`config.mk`:
```
export PLATFORM = sky130hd
export DESIGN_NAME = sr_pulse_driver
export DESIGN_NICKNAME = d
export VERILOG_FILES = /design/src/rtl/sr_pulse_driver.sv
export SDC_FILE = /design/constraint.sdc
export NUM_CORES = 1
export LEC_CHECK = 0
export ABC_AREA = 1
export CORE_MARGIN = 4
export CORE_UTILIZATION = 30
export CTS_CLUSTER_SIZE = 8
export DETAILED_ROUTE_END_ITERATION = 8
export PLACE_DENSITY_LB_ADDON = 0.12
export SLEW_MARGIN = 20
export SYNTH_ARGS = -nofsm -noshare
export SYNTH_HDL_FRONTEND = slang
export SYNTH_SLANG_ARGS = --single-unit
export TNS_END_PERCENT = 50
```
`constraint.sdc`:
```
create_clock -name clk -period 3.5 [get_ports clk]
set_input_delay 0.35 -clock clk [delete_from_list [all_inputs] [get_ports clk]]
set_output_delay 0.35 -clock clk [all_outputs]
set_load 0.005 [all_outputs]
```
`src/rtl/sr_pulse_driver.sv`:
```
// Request conditioner for a NAND SR latch: sync + debounce + rising-edge detect per
// channel, then an FSM that emits mutually exclusive fixed-width active-low pulses.

module sr_pulse_chan #(
  parameter int unsigned DEBOUNCE = 4,
  parameter int unsigned CNT_W    = 8
) (
  input  logic clk,
  input  logic reset,
  input  logic req_i,
  output logic rise_o
);
  localparam logic [CNT_W-1:0] DB_LAST = CNT_W'(DEBOUNCE - 1);

  logic [1:0]       sync_q;
  logic [CNT_W-1:0] cnt_q, cnt_d;
  logic             filt_q, filt_d;
  logic             filt_prev_q;

  // Counter only survives while the synchronised input keeps disagreeing with the level.
  always_comb begin
    cnt_d  = '0;
    filt_d = filt_q;
    if (sync_q[1] != filt_q) begin
      if (cnt_q == DB_LAST) filt_d = sync_q[1];
      else                  cnt_d  = cnt_q + 1'b1;
    end
  end

  always_ff @(posedge clk) begin
    if (reset) begin
      sync_q      <= '0;
      cnt_q       <= '0;
      filt_q      <= 1'b0;
      filt_prev_q <= 1'b0;
    end else begin
      sync_q      <= {sync_q[0], req_i};
      cnt_q       <= cnt_d;
      filt_q      <= filt_d;
      filt_prev_q <= filt_q;
    end
  end

  assign rise_o = filt_q & ~filt_prev_q;
endmodule

module sr_pulse_driver #(
  parameter int unsigned DEBOUNCE = 4,
  parameter int unsigned PULSE_W  = 2,
  parameter int unsigned GAP_W    = 1,
  parameter int unsigned CNT_W    = 8
) (
  input  logic clk,
  input  logic reset,
  input  logic set_req,
  input  logic reset_req,
  output logic sbar,
  output logic rbar,
  output logic busy,
  output logic q_shadow
);
  localparam int unsigned NUM_CH = 2;  // index 0 = set, 1 = reset
  localparam logic [CNT_W-1:0] PW_LAST = CNT_W'(PULSE_W - 1);
  localparam logic [CNT_W-1:0] GW_LAST = CNT_W'(GAP_W - 1);

  typedef enum logic [1:0] {IDLE, SET_P, RST_P, GAP} state_t;

  logic [NUM_CH-1:0] req, rise, start;
  logic [NUM_CH-1:0] pend_q, pend_d;
  state_t            state_q, state_d;
  logic [CNT_W-1:0]  cnt_q, cnt_d;
  logic              q_q, q_d;
  logic              sbar_q, rbar_q, busy_q;

  assign req = {reset_req, set_req};

  genvar g;
  for (g = 0; g < NUM_CH; g++) begin : g_ch
    sr_pulse_chan #(.DEBOUNCE(DEBOUNCE), .CNT_W(CNT_W)) u_ch (
      .clk    (clk),
      .reset  (reset),
      .req_i  (req[g]),
      .rise_o (rise[g])
    );
  end

  always_comb begin
    state_d = state_q;
    cnt_d   = cnt_q;
    case (state_q)
      IDLE: begin
        if      (pend_q[1]) state_d = RST_P;
        else if (pend_q[0]) state_d = SET_P;
      end
      SET_P, RST_P: begin
        if (cnt_q == PW_LAST) begin
          state_d = GAP;
          cnt_d   = '0;
        end else begin
          cnt_d = cnt_q + 1'b1;
        end
      end
      GAP: begin
        if (cnt_q == GW_LAST) begin
          cnt_d = '0;
          // Pending work is taken straight from GAP so no idle cycle is inserted.
          if      (pend_q[1]) state_d = RST_P;
          else if (pend_q[0]) state_d = SET_P;
          else                state_d = IDLE;
        end else begin
          cnt_d = cnt_q + 1'b1;
        end
      end
      default: begin
        state_d = IDLE;
        cnt_d   = '0;
      end
    endcase
  end

  always_comb begin
    start[0] = (state_d == SET_P) && (state_q != SET_P);
    start[1] = (state_d == RST_P) && (state_q != RST_P);
    q_d      = q_q;
    if (start[0]) q_d = 1'b1;
    if (start[1]) q_d = 1'b0;
    // A fresh edge wins over the clear so it is never lost; a set flag absorbs repeats.
    pend_d = rise | (pend_q & ~start);
  end

  always_ff @(posedge clk) begin
    if (reset) begin
      state_q <= IDLE;
      cnt_q   <= '0;
      pend_q  <= '0;
      q_q     <= 1'b0;
      sbar_q  <= 1'b1;
      rbar_q  <= 1'b1;
      busy_q  <= 1'b0;
    end else begin
      state_q <= state_d;
      cnt_q   <= cnt_d;
      pend_q  <= pend_d;
      q_q     <= q_d;
      sbar_q  <= (state_d != SET_P);
      rbar_q  <= (state_d != RST_P);
      busy_q  <= (state_d != IDLE) || (|pend_d);
    end
  end

  assign sbar     = sbar_q;
  assign rbar     = rbar_q;
  assign busy     = busy_q;
  assign q_shadow = q_q;
endmodule

```
==> qor.txt, run 1 <==
Rows = 27
crit path cell chain = inv_1 > ha_1 > inv_1 > nand2_1 > nor2_2 > inv_1 > nor2_1 > nand2_1 > xor2_1 > nor2_1
initial antenna violation count = 0
most frequent cells in the layout = 40 x dfxtp_1, 39 x nor2_1, 37 x inv_1
max-cap violations = 0
Syn Area/Cell = 7.677 sq um
combinational share of power = 10.8%
vias in the first global route = 1,272
first-pass GRT wire length = 5485 microns
Sw Share = 24.65%
number of diodes = 0
DRT iter0 DRCs = 37
Slew @ Worst Pin = 0.3420 ns
First-pass DRT Iterations = 4
CTS Root Cell = clkbuf_8
CP Launch Type = flip-flop
register area share after synthesis = 45.55%
syn_nets = 242
switching power = 0.0002173 W
vias per cell = 4.190
Crit Path Class = flip-flop to flip-flop
post-route DRC violation count = 0
Die ar. = 7149 sq um
CP most frequent cell = inv_1
Resized Gates After CTS = 0
final setup vio count = 0
RSZ-0062 raised after global routing = false
Reg clk slew, reported paths = 0.07 ns
WP data required = 3.67 ns
synthesized area = 1758 sq um
starting density of the core = 31.35%
CP endpoint kind = flip-flop
number of setup buffers added after CTS = 0
status = complete, no violations
area of the core = 5608 sq um
Clock Power Share = 35.3%
Area after DPL = 1918 sq um
Slew Limit Fails = 0
Flop pwr share = 53.9%
Post-Route Skew = 0.01103 ns
total track usage = 9.312%
commonest non-fill, non-tap cell in the layout = dfxtp_1
Die Ht = 84.55 microns
total power = 0.0008817 W
Power Density = 438.5 nW/um^2
wire per inst = 9.152 microns
via count = 1,320
Num CTS Buffers = 5
Hold Path Stages = 2
RD Place Congestion = 0.7489
hold_ws = 0.4010 ns
# fillers = 621
final net count = 255
clock insertion delay at the later pin of the skew report = 0.29 ns
Final ANT Viol Nets = 0
HPWL Detailed = 2206 microns
largest net degree at the start of global routing = 20
PortBufs = 7
grt ovf = 0
register area = 800.8 sq um
reg2reg path depth = 10
YS warnings = 0
Sink Count = 40
num ports = 8
period utilization = 50.43%
Max Fclk = 566.5 MHz
Pint = 0.0006644 W
Synth cell types = 27
layout cell share with drive strength beyond 1 = 9.465%
endpoints failing hold = 0
buffer depth of the longest clock path = 2
setup TNS = 0 ns
Yosys reg bits = 40
Design Area, Final = 2011 sq um
Tmin final = 1.765 ns
Synth Instances = 229
Final Util = 35.85%
Hold Crit Class = flip-flop to flip-flop
CP max-delay cell = dfxtp_1
Leakage = 0.8282 nW
area occupied by multi-input gates = 803.3 sq um
hold buffers post-CTS = 0
crit-path max FO = 7
CTS tree = built
P&R area growth vs syn = 14.38%
slowest stage delay, CP = 0.42 ns
relative slew slack = 76.96%
drt total wl = 2883 microns
Crit path arrival time = 1.94 ns
H-tree Lvls = 2
chip width = 84.55 microns
maximum vdd drop = 0.1428 mV
[synthesized netlist by cell type]
master	instances	area [sq um]
o21ai_0	7	35.03
ha_1	9	112.6
dfxtp_1	40	800.8
nand2_1	29	108.9
xor2_1	7	61.31
nor2_2	4	25.02
nand2_2	5	31.28
a31oi_1	1	6.260
a211oi_1	1	7.510
a21oi_1	9	45.04
nor2_1	39	146.4
nor3_1	8	40.04
buf_1	1	3.750
nand3_1	10	50.05
xnor2_1	2	17.52
nor4_1	4	25.02
nand3_2	1	10.01
a21oi_2	1	8.760
inv_2	2	7.510
inv_1	37	138.9
nand4_1	2	12.51
clkbuf_1	1	3.750
o211ai_1	1	7.510
nor3b_1	2	15.01
nor3_2	1	10.01
o21a_1	1	7.510
o21ai_1	4	20.02
[state kept, by name (all words and copies together) (netlist names), 2 cells and up]
| name | cells |
|---|---|
| g_ch.u_ch.sync_q | 4 |
| state_q | 2 |
| g_ch.u_ch.filt_q | 2 |
| cnt_q | 8 |
| pend_q | 2 |
| g_ch.u_ch.filt_prev_q | 2 |
| g_ch.u_ch.cnt_q | 16 |
[logic make-up (layout without fill, tap and decap cells)]
logic type,Yosys count,count (layout),share of synthesized area [%]
simple gates,105,105,26.97
fa+ha+maj,9,9,6.406
flops,40,40,45.55
compound gates,25,25,7.830
buf+inv,41,55,8.754
xor+xnor,9,9,4.484
[cell type report]
type / count / area share (%)
clock inverter: 2 / 0.4978
multi-input combinational: 148 / 39.95
inverter: 39 / 7.281
timing repair buffer: 8 / 3.858
clock buffer: 6 / 4.107
sequential: 40 / 39.83
tap: 72 / 4.480
[worst max-delay path: cells and delay by family, from the launching register on]
| family | cells | cell delay (ns) |
|---|---|---|
| xor gates and xnor gates | 1 | 0.13 |
| DFF | 1 | 0.42 |
| and+or+nand+nor | 5 | 0.47 |
| buffers and inverters | 3 | 0.36 |
| adders and majority gates | 1 | 0.28 |
[routing by layer]
metal  vias to the layer above  track usage (%)  part of all wire [%]
li1                        744                -                     -
met2                        15            13.17                    40
met3                         5            2.846                   3.2
met5                         -                0                     0
met1                       556            12.69                    55
met4                         0            4.748                   1.8
[worst paths after layout]
check,from,endpoint,slack (ns)
max,state_q[0]$_SDFF_PP0_,cnt_q[7]$_SDFFE_PP0N_,1.73
min,g_ch[1].u_ch.sync_q[0]$_SDFF_PP0_,g_ch[1].u_ch.sync_q[1]$_SDFF_PP0_,0.40
max reg2reg,state_q[0]$_SDFF_PP0_,cnt_q[7]$_SDFFE_PP0N_,1.73
min reg2reg,g_ch[1].u_ch.sync_q[0]$_SDFF_PP0_,g_ch[1].u_ch.sync_q[1]$_SDFF_PP0_,0.40
[metrics by stage]
| stage | setup WS, ns | std cells |
|---|---|---|
| final | 1.735 | 315 |
| after global routing | 1.468 | 315 |
| after CTS | 1.732 | 315 |
| after detailed placement | 1.667 | 307 |
| after global placement | 1.691 | 307 |
| after floorplan | 1.972 | 229 |
[power groups by stage]
stage	Combinational (W)	Sequential, W	Clock, W
after detailed placement	0.0000971	0.000486	0
after CTS	0.0000975	0.000475	0.000328
after floorplan	0.0000703	0.000485	0
final	0.0000956	0.000475	0.000311
after global routing	0.000114	0.000477	0.000350
after global placement	0.0000973	0.000486	0
No activity file was read; power rests on OpenSTA's default activity.
==> run 2: changes to the inputs <==
==> constraint.sdc (replaced) <==
create_clock -name clk -period 1.8 [get_ports clk]
set_input_delay 0.18 -clock clk [delete_from_list [all_inputs] [get_ports clk]]
set_output_delay 0.18 -clock clk [all_outputs]
set_load 0.005 [all_outputs]
==> run 2 against run 1 <==
  * Sequential share of layout area is 0.91 points lower
  * Flip-flop and latch count stayed put
  * Routed wire length is 5.8% higher
  * Die area stayed put
  * Clock skew is 0.0062 ns lower
  * Combinational power is 110% higher
  * Total power is 120% higher
  * Highest routed layer unchanged
==> qor.txt, run 2 (synthesis gave the netlist of run 1 again) <==
RSZ-0062 raised after global routing = false (unchanged)
combinational share of power = 10.5% (was 10.8%)
maximum vdd drop = 0.2759 mV (was 0.1428 mV)
chip width = 84.55 microns (unchanged)
final setup vio count = 0 (unchanged)
number of setup buffers added after CTS = 0 (unchanged)
Leakage = 0.8495 nW (was 0.8282 nW)
HPWL Detailed = 2290 microns (was 2206 microns)
buffer depth of the longest clock path = 2 (unchanged)
post-route DRC violation count = 0 (unchanged)
Hold Crit Class = flip-flop to flip-flop (unchanged)
dpl cells = 309 (was 307)
crit-path max FO = 5 (was 7)
Clock Power Share = 41.4% (was 35.3%)
clock insertion delay at the later pin of the skew report = 0.29 ns (about the same)
grt ovf = 0 (unchanged)
First-pass DRT Iterations = 4 (unchanged)
hold_ws = 0.4065 ns (was 0.4010 ns)
Crit path arrival time = 1.78 ns (was 1.94 ns)
CP max-delay cell = dfxtp_1 (unchanged)
Biggest register = g_ch.u_ch.cnt_q (unchanged)
CP most frequent cell = nand3_1 (was inv_1)
period utilization = 88.81% (was 50.43%)
status = complete, no violations (unchanged)
initial antenna violation count = 0 (unchanged)
vias in the first global route = 1,335 (was 1,272)
total track usage = 9.617% (was 9.312%)
Slew Limit Fails = 0 (unchanged)
Sink Count = 40 (unchanged)
CP Launch Type = flip-flop (unchanged)
max reg flops = 16 (unchanged)
r2r setup slk = 0.20 ns (was 1.73 ns)
P&R area growth vs syn = 17.22% (was 14.38%)
switching power = 0.0004307 W (was 0.0002173 W)
Final ANT Viol Nets = 0 (unchanged)
CTS tree = built (unchanged)
H-tree Lvls = 2 (unchanged)
Slew @ Worst Pin = 0.4212 ns (was 0.3420 ns)
area occupied by multi-input gates = 803.3 sq um (unchanged)
starting density of the core = 31.35% (unchanged)
slowest stage delay, CP = 0.31 ns (was 0.42 ns)
WP data required = 1.99 ns (was 3.67 ns)
Reg clk slew, reported paths = 0.08 ns (was 0.07 ns)
CTS Root Cell = clkbuf_8 (unchanged)
Die Ht = 84.55 microns (unchanged)
via count = 1,388 (was 1,320)
hold buffers post-CTS = 0 (unchanged)
Crit Path Class = flip-flop to flip-flop (unchanged)
CP endpoint kind = flip-flop (unchanged)
relative slew slack = 71.62% (was 76.96%)
number of diodes = 0 (unchanged)
most frequent cells in the layout = 39 x nor2_1, 39 x dfxtp_1, 36 x inv_1 (was 40 x dfxtp_1, 39 x nor2_1, 37 x inv_1)
vias per cell = 4.379 (was 4.190)
PortBufs = 7 (unchanged)
setup TNS = 0 ns (unchanged)
Num CTS Buffers = 5 (unchanged)
first-pass GRT wire length = 5520 microns (was 5485 microns)
final net count = 257 (was 255)
layout cell share with drive strength beyond 1 = 11.02% (was 9.465%)
Post-Route Skew = 0.004799 ns (was 0.01103 ns)
cell family with most CP delay = simple AND/OR/NAND/NOR gates (unchanged)
largest net degree at the start of global routing = 19 (was 20)
crit path cell chain = inv_1 > ha_1 > inv_1 > nor2_2 > nand3_1 > nand3_1 > nand3_1 > nand2_2 > nand3_2 > nand2_1 > nand2_2 > nor2_2 > nand2_1 (was inv_1 > ha_1 > inv_1 > nand2_1 > nor2_2 > inv_1 > nor2_1 > nand2_1 > xor2_1 > nor2_1)
Rows = 27 (unchanged)
register area = 802.0 sq um (was 800.8 sq um)
Pint = 0.001484 W (was 0.0006644 W)
max-cap violations = 0 (unchanged)
Tmin final = 1.599 ns (was 1.765 ns)
drt total wl = 3049 microns (was 2883 microns)
# fillers = 595 (was 621)
wire per inst = 9.618 microns (was 9.152 microns)
largest registers = g_ch.u_ch.cnt_q x16, cnt_q x8, g_ch.u_ch.sync_q x4 (unchanged)
Non-Filler Instances = 317 (was 315)
num ports = 8 (unchanged)
DRT iter0 DRCs = 43 (was 37)
area of the core = 5608 sq um (unchanged)
RD Place Congestion = 0.7204 (was 0.7489)
Flop pwr share = 48.1% (was 53.9%)
Die ar. = 7149 sq um (unchanged)
CP bufs+invs = 2 (was 3)
Sw Share = 22.50% (was 24.65%)
Max Fclk = 625.6 MHz (was 566.5 MHz)
Power Density = 928.9 nW/um^2 (was 438.5 nW/um^2)
endpoints failing hold = 0 (unchanged)
==> run 2: routing by layer <==
metal,track usage (%),vias up,share of wire [%],routed length [microns]
li1,-,750,-,-
met1,12.16,609,50,1527
met2,14.80,22,44,1335
met3,2.650,7,3.8,115
met4,5.180,0,2.3,70
met5,0,-,0,0
==> run 2: layout make-up <==
cell class,count,share of cell area [%]
sequential,40,38.92
clock inverter,1,1.457
clock buffer,7,4.675
multi-input combinational,148,38.98
tap,72,4.372
timing repair buffer,10,4.493
inverter,39,7.104
==> run 2: power by group through the flow <==
stage,registers (W),logic [W],clock network (W)
2_1_floorplan,0.000943,0.000137,0
5_1_grt,0.000923,0.000229,0.000849
3_5_place_dp,0.000942,0.000201,0
4_1_cts,0.000921,0.000202,0.000819
3_3_place_gp,0.000941,0.000201,0
6_report,0.000921,0.000200,0.000793
==> run 2: worst paths after layout <==
check                                    startpoint  cells after the start                           endpoint
setup reg to reg              cnt_q[1]$_SDFFE_PP0N_                     13                    busy$_SDFF_PP0_
setup / recovery              cnt_q[1]$_SDFFE_PP0N_                     13                    busy$_SDFF_PP0_
hold / removal    g_ch[0].u_ch.sync_q[0]$_SDFF_PP0_                      2  g_ch[0].u_ch.sync_q[1]$_SDFF_PP0_
hold reg to reg   g_ch[0].u_ch.sync_q[0]$_SDFF_PP0_                      2  g_ch[0].u_ch.sync_q[1]$_SDFF_PP0_
==> run 2: worst register-to-register path, delay by kind of cell, from the launching register on <==
family | cells | cell delay [ns]
simple gates | 10 | 0.86
buf+inv | 2 | 0.17
flops | 1 | 0.31
fa+ha+maj | 1 | 0.18
==> run 2: metrics by stage <==
stage	power (W)	util, %	setup slack, ns	instance area (sq um)
after CTS	0.001943	36.72	0.08663	2059
final	0.001914	36.75	0.2014	2061
after detailed placement	0.001144	34.47	0.1207	1933
after global placement	0.001142	34.47	0.09187	1933
after global routing	0.002001	36.75	0.01474	2061
after floorplan	0.001079	-	0.2716	1758
==> run 2: repair_timing <==
item	in CTS	in global routing
resized for setup	0	2
hold endpoints to repair	0	0
endpoints found under the setup margin	0	1
